[config.mk]
export PLATFORM = sky130hd
export DESIGN_NAME = miriscv_irq_ctrl
export DESIGN_NICKNAME = d
export VERILOG_FILES = /design/src/rtl/miriscv_irq_ctrl.sv
export SDC_FILE = /design/constraint.sdc
export NUM_CORES = 1
export LEC_CHECK = 0
export ABC_CLOCK_PERIOD_IN_PS = 6300
export BUFFER_PORTS_ARGS = -buffer_cell sky130_fd_sc_hd__buf_2
export CAP_MARGIN = 20
export CORE_MARGIN = 5
export CORE_UTILIZATION = 41
export CTS_CLUSTER_DIAMETER = 80
export DETAILED_ROUTE_END_ITERATION = 7
export PLACE_DENSITY = 0.74
export SYNTH_ARGS = -nofsm -noshare
export SYNTH_HDL_FRONTEND = slang
export SYNTH_SLANG_ARGS = --single-unit
[constraint.sdc]
create_clock -name clk_i -period 6.3 [get_ports clk_i]
set_clock_uncertainty 0.1 [all_clocks]
set_input_delay 0.315 -clock clk_i [delete_from_list [all_inputs] [get_ports clk_i]]
set_output_delay 0.315 -clock clk_i [all_outputs]
set_load 0.05 [all_outputs]
[src/rtl/miriscv_irq_ctrl.sv]
// Interrupt controller feeding the miriscv_core trap path.
// Level-sensitive requests are masked by mie and picked by a sequential
// scan (lowest index reached first wins). The chosen line is held in
// service until the core executes mret; the device then gets a one-hot
// acknowledge pulse.
//
// state      | meaning
// -----------+------------------------------------------------------------
// ST_IDLE    | no service in progress, waiting for any pending line
// ST_SCAN    | walking cnt upward from 0 looking for a pending line
// ST_SERVICE | trap issued for line id, waiting for mret from the core
module miriscv_irq_ctrl #(
    parameter int N_IRQ = 32,
    localparam int CNT_W = $clog2(N_IRQ)
) (
    input  logic             clk_i,
    input  logic             rst_n_i,
    input  logic [N_IRQ-1:0] irq_req_i,
    input  logic [N_IRQ-1:0] mie_i,
    input  logic             mret_i,
    output logic             int_o,
    output logic [31:0]      mcause_o,
    output logic [N_IRQ-1:0] irq_ret_o,
    output logic             busy_o
);

    localparam logic [1:0] ST_IDLE    = 2'd0;
    localparam logic [1:0] ST_SCAN    = 2'd1;
    localparam logic [1:0] ST_SERVICE = 2'd2;

    localparam logic [CNT_W-1:0] CNT_LAST = CNT_W'(N_IRQ - 1);
    localparam logic [CNT_W-1:0] CNT_ONE  = CNT_W'(1);
    localparam logic [N_IRQ-1:0] RET_BIT0 = N_IRQ'(1);

    logic [1:0]       state_q,  state_d;
    logic [CNT_W-1:0] cnt_q,    cnt_d;
    logic [CNT_W-1:0] id_q,     id_d;
    logic             int_q,    int_d;
    logic [31:0]      mcause_q, mcause_d;
    logic [N_IRQ-1:0] ret_q,    ret_d;
    logic [N_IRQ-1:0] pend;

    assign pend = irq_req_i & mie_i;

    // Next-state logic: scan, service entry (trap + cause) and return (ack).
    always_comb begin
        state_d  = state_q;
        cnt_d    = cnt_q;
        id_d     = id_q;
        int_d    = 1'b0;
        mcause_d = mcause_q;
        ret_d    = '0;
        case (state_q)
            ST_IDLE: begin
                if (|pend) begin
                    state_d = ST_SCAN;
                    cnt_d   = '0;
                end
            end
            ST_SCAN: begin
                if (pend[cnt_q]) begin
                    state_d  = ST_SERVICE;
                    id_d     = cnt_q;
                    int_d    = 1'b1;
                    // Interrupt bit set, exception code = line index.
                    mcause_d = {1'b1, 26'b0, 5'(cnt_q)};
                end else if (cnt_q == CNT_LAST) begin
                    // Request vanished before the counter reached it.
                    state_d = ST_IDLE;
                end else begin
                    cnt_d = cnt_q + CNT_ONE;
                end
            end
            ST_SERVICE: begin
                // Requests and mask are deliberately not looked at here:
                // no nesting, and a dropped request still gets its return.
                if (mret_i) begin
                    state_d = ST_IDLE;
                    ret_d   = RET_BIT0 << id_q;
                end
            end
            default: begin
                state_d = ST_IDLE;
            end
        endcase
    end

    // State and registered outputs; async reset aborts any service silently.
    always_ff @(posedge clk_i or negedge rst_n_i) begin
        if (!rst_n_i) begin
            state_q  <= ST_IDLE;
            cnt_q    <= '0;
            id_q     <= '0;
            int_q    <= 1'b0;
            mcause_q <= '0;
            ret_q    <= '0;
        end else begin
            state_q  <= state_d;
            cnt_q    <= cnt_d;
            id_q     <= id_d;
            int_q    <= int_d;
            mcause_q <= mcause_d;
            ret_q    <= ret_d;
        end
    end

    assign int_o     = int_q;
    assign mcause_o  = mcause_q;
    assign irq_ret_o = ret_q;
    assign busy_o    = (state_q != ST_IDLE);

endmodule

# Yosys cells after proc, flatten, opt, wreduce, memory -nomap -nowiden
# Index checks and enable logic that the tools add are counted.
dict set report op_classes {
  addsub 1
  magnitude_cmp 1
  eq_ne 8
  shift 1
  mux 15
  bitwise 1
  reduce_logical 7
}
# op n
set ops {}
lappend ops {{32-bit 2-to-1 mux} 2}
lappend ops {{32-bit bitwise AND} 1}
lappend ops {{32-bit OR reduction} 1}
lappend ops {{1-bit by 5-bit left shift with 32-bit output, first input constant} 1}
lappend ops {{5-bit 2-to-1 mux} 3}
lappend ops {{5-bit case mux with 2 select lines} 1}
lappend ops {{2-bit 2-to-1 mux} 4}
lappend ops {{2-bit != test, second input constant} 4}
lappend ops {{5-bit by 6-bit less-than comparator with 1-bit output, second input constant} 1}
lappend ops {{2-bit case mux with 3 select lines} 1}
lappend ops {{5-bit by 1-bit adder with 5-bit output, second input constant} 1}
lappend ops {{1-bit binary-select mux with 5-bit select} 1}
lappend ops {{5-bit equality test, second input constant} 1}
lappend ops {{4-bit AND reduction} 1}
lappend ops {{2-bit nonzero test} 2}
lappend ops {{1-bit 2-to-1 mux} 3}
lappend ops {{3-bit != test, second input constant} 1}
lappend ops {{3-bit AND reduction} 1}
lappend ops {{2-bit by 1-bit equality test with 1-bit output, second input constant} 1}
lappend ops {{2-bit equality test, second input constant} 1}
lappend ops {{2-bit zero test} 1}
lappend ops {{2-bit AND reduction} 1}
dict set report word_totals {
  regBits 51
  output_inout_bits 66
}

# Depth between registers and ports, before layout
dict set report depth {
  depth_word 5
  mapped_depth 9
  ltp_nobuf 7
}

# Worst setup path after synthesis
# Ideal clock, no wire load.
dict set report synth_timing {
  path_type {register -> register}
  from {register cnt_q[1]}
  to {register id_q[0]}
  setup_ns 0.125
  arrival_ns 2.050
  required_time_ns 6.075
  setup_slack_ns 4.025
  stages_incl_launch_ff 7
  n_path_buf 0
  synth_period_minus_slack_ns 2.275
  cell_sequence {dfrtp_1 mux4_2 a221o_1 nor4_2 a21oi_2 inv_4 mux2_4}
}
dict set report synth_between {
  elab_chain_len 3
}
# element line_no
set synth_rtl {}
lappend synth_rtl {{start: declaration} 36} ;# logic [CNT_W-1:0] cnt_q, cnt_d;
lappend synth_rtl {{start signal: assignment} 99} ;# cnt_q <= cnt_d;
lappend synth_rtl {{1-bit binary-select mux with 5-bit select} 61} ;# if (pend[cnt_q]) begin
lappend synth_rtl {{1-bit 2-to-1 mux (not written as such)} 61}
lappend synth_rtl {{2-bit AND reduction (no source line)} --}
lappend synth_rtl {{end signal: assignment} 100} ;# id_q <= id_d;
lappend synth_rtl {{end: declaration} 37} ;# logic [CNT_W-1:0] id_q, id_d;
# Every way passes these cells. The select of a mux whose other input is x is not followed.
# A chain may end at the register's enable or synchronous reset.

# Worst setup path in the final report
dict set report layout_timing {
  from {register cnt_q[0]}
  to {register cnt_q[3]}
}
dict set report layout_between {
  elab_chain_len 4
  word_cells_on_any_way 10
}
# element line_no
set layout_rtl {}
lappend layout_rtl {{1-bit binary-select mux with 5-bit select or 5-bit by 1-bit adder with 5-bit output (tied branches)} {61, 71}}
lappend layout_rtl {{1-bit 2-to-1 mux (not written as such) or 5-bit 2-to-1 mux (tied branches)} {61, 67}}
lappend layout_rtl {{2-bit != test (no source line) or 5-bit 2-to-1 mux (tied branches)} --}
lappend layout_rtl {{4-bit AND reduction (no source line) or 5-bit case mux with 2 select lines (tied branches)} --}
# Several ways; a longest one is shown, not always the timed one. The select of a mux whose other input is x is not followed.

==> impl_metrics.yaml <==
worst_setup_path:
  slowest_stage: "dfrtp_1"
  slowest_delay_ns: 0.64
  start_kind: "flip-flop"
  reg2reg_from: "cnt_q[0]"
  cp_top_family: "simple AND/OR/NAND/NOR gates"
  required_ns: 6.41
  startpoint: "cnt_q[0]"
  cp.depth: 7
  arrival_ns: 2.77
  critPathMaxFanout: 22
  critPathCaptureType: "flip-flop"
  cp_common_cell: "ha_1"
  crit_buf_inv: 0
  path_cells: "ha_1 > and3_1 > ha_1 > a21oi_1 > o21ai_2 > or4b_2 > o211ai_1"
  reg2reg_depth: 7
  worst-setup-path-type: "reg -> reg"
final_layout:
  fin_util_pct: 51.9
  layoutNonFillerInstCount: 439
  nFillCells: 552
  regArea_um2: 1150
  layout-area-overhead-vs-synth_pct: 24.0
  diodes: 0
  final_nets: 433
  multi_input_area_um2: 1140
  drive_gt1_share_pct: 36.3
timing:
  period_needed_ns: 2.67
  relSlewSlack_pct: 53.0
  final-hold-violation-count: 0
  period_share_pct: 42.3
  holdWs_ns: 0.158
  finalSetupViolations: 0
  slew_violations: 0
  fmax_mhz: 375
  fin_setup_tns_ns: 0
  tightest_slew_ns: 0.706
  rsz0062_at_grt: "false"
  setup_ws_ns: 3.63
route:
  drtIter0Drc: 70
  drtAntennaViolNets: 0
  viasPerCell: 4.90
  route.detailed.drc: 0
  first_pass_iters: 4
  post_drt_wl_per_cell_um: 13.7
  vias: 2153
  finalWirelength_mm: 6.01
placed_design:
  place_congestion: 0.848
  dp_slack_ns: 3.64
  dp_hpwl_mm: 4.99
  dp_cells: 430
  io_buffers: 106
clock_tree:
  cts_buffer_depth: 2
  numCtsBuffers: 5
  postCtsResizedCells: 0
  cts_root_buf: "clkbuf_8"
  postCtsSetupBuffers: 0
  cts_tree: "built"
  insertion_delay_ns: 0.29
  clk_pin_slew_ns: 0.08
  cts_max_level: 2
  clock-sinks: 46
synthesis:
  seq_area_frac_synth_pct: 46.8
  yosysTopAreaCell: "dfrtp_1"
  synth_most_common_cell: "dfrtp_1"
  syn_area_um2: 2460
  ys_warn_count: 0
  ys.flop_type: "dfrtp_1"
  synth_top_area_share_pct: 46.8
  synth_cell_type_count: 45
  ys_top_cells_by_count: "dfrtp_1, nand2_1, buf_4, nor2_1"
  synth-edff-count: 0
  synth_seq_cells: 46
  synth_area_per_cell_um2: 9.50
  syn_inst: 259
  synthArstFlopShare_pct: 100
  synthTopCellsByArea: "dfrtp_1, buf_4, nand2_1"
pwr:
  cellPowerDensity_nw_per_um2: 300
  ir_drop_mv: 0.158
  p_leak_nw: 1.59
grt:
  grt_pass1_wl_mm: 9.71
  grt_pass1_vias: 2194
  grt_max_degree: 47
  grt_overflow: 0
  antenna_found_initial: 0
  grt_usage_pct: 16.0
status:
  status: "finished clean"
worst_hold_path:
  hp-class: "in -> reg"
  min_path_cells: 2
  min_from: "mret_i"
floorplan:
  die_h_um: 87.5
  placeableCoreArea_um2: 5890
  rows: 28
  dieArea_um2: 7650
  start_util_pct: 41.8
  die_x_um: 87.5
  io_pins: 133
job:
  max-cap-violations: 0
==> power breakdown <==
group / leakage (nW) / internal, W / total, W / switching (W)
Clock: 0.0438 / 0.0000743 / 0.000160 / 0.0000853
Combinational: 0.913 / 0.000141 / 0.000366 / 0.000226
Sequential: 0.628 / 0.000320 / 0.000391 / 0.0000708
==> cells in the final DEF, fill, tap and decap left out, types with 2 or more instances in the layout <==
cell type	netlist	layout
conb_1	1	26
dfrtp_1	46	46
inv_1	7	7
clkbuf_8	0	5
and3_1	2	2
buf_2	2	106
nand2b_1	11	11
nor2b_1	3	3
nor2_1	27	27
clkinv_2	0	2
ha_1	2	2
a21oi_1	7	7
a31o_1	2	2
mux2_4	4	4
or4_1	3	3
nand4_1	6	6
o221ai_1	2	2
nand3_1	8	8
o22ai_1	5	5
mux4_2	2	2
nor3_1	11	11
nand2_1	35	35
nor4_2	2	2
nand4b_1	3	3
o21ai_0	8	8
a22oi_1	8	8
==> worst reg2reg max path, delay by kind of cell (launching register included) <==
kind	cells	cell delay, ns
AO/OA/AOI/OAI	3	0.50
adder cells (fa/ha/maj)	2	0.54
flip-flops	1	0.64
AND/OR/NAND/NOR	2	0.81
==> layout make-up <==
cell class	count	area share (%)
well taps	75	3.07
multi-input cells	195	37.2
repair buffers	108	18.4
clock inverters	2	0.328
flip-flops and latches	46	37.7
inverters	8	1.07
clock buffers	5	2.25
==> metrics by stage <==
stage / total power (W) / instance area (µm²)
2_1_floorplan: 0.000686 / 2550
3_5_place_dp: 0.000763 / 2940
5_1_grt: 0.000976 / 3050
4_1_cts: 0.000924 / 3020
6_report: 0.000917 / 3050
3_3_place_gp: 0.000752 / 2940
==> timing repair <==
item                                   4_1_cts  5_1_grt
endpoints found under the hold margin        0       46
hold buffers                                 0        1
setup endpoints to repair                    0        0
==> registers in the layout (all words and copies together), names as in the netlist <==
register / flops
int_o: 1
cnt_q: 5
id_q: 4
irq_ret_o: 32
state_q: 2
mcause_o: 2
==> final timing paths <==
path / end / slack, ns
setup / recovery: cnt_q[3] / 3.63
hold / removal: state_q[1] / 0.16
setup reg to reg: cnt_q[3] / 3.63
hold reg to reg: mcause_o[31] / 0.39
max in group asynchronous: irq_ret_o[26] / 5.47
min in group asynchronous: irq_ret_o[30] / 0.42
==> metal layers <==
metal | track usage, % | up-vias | share of wire (%) | wire, µm
li1 | - | 1063 | - | -
met3 | 4.16 | 7 | 9.8 | 589
met2 | 27.2 | 110 | 49 | 2930
met5 | 0 | - | 0 | 0
met1 | 19.5 | 973 | 40 | 2420
met4 | 5.72 | 0 | 1.2 | 70
==> cell families after synthesis <==
family	count (synthesis)	synth area share, %
compound gates	41	11.5
fa+ha+maj	2	1.02
buf+inv	43	10.9
flops	46	46.8
mux	7	4.68
other cells	1	0.152
simple gates	119	25.0
No activity file was read; power rests on OpenSTA's default activity.
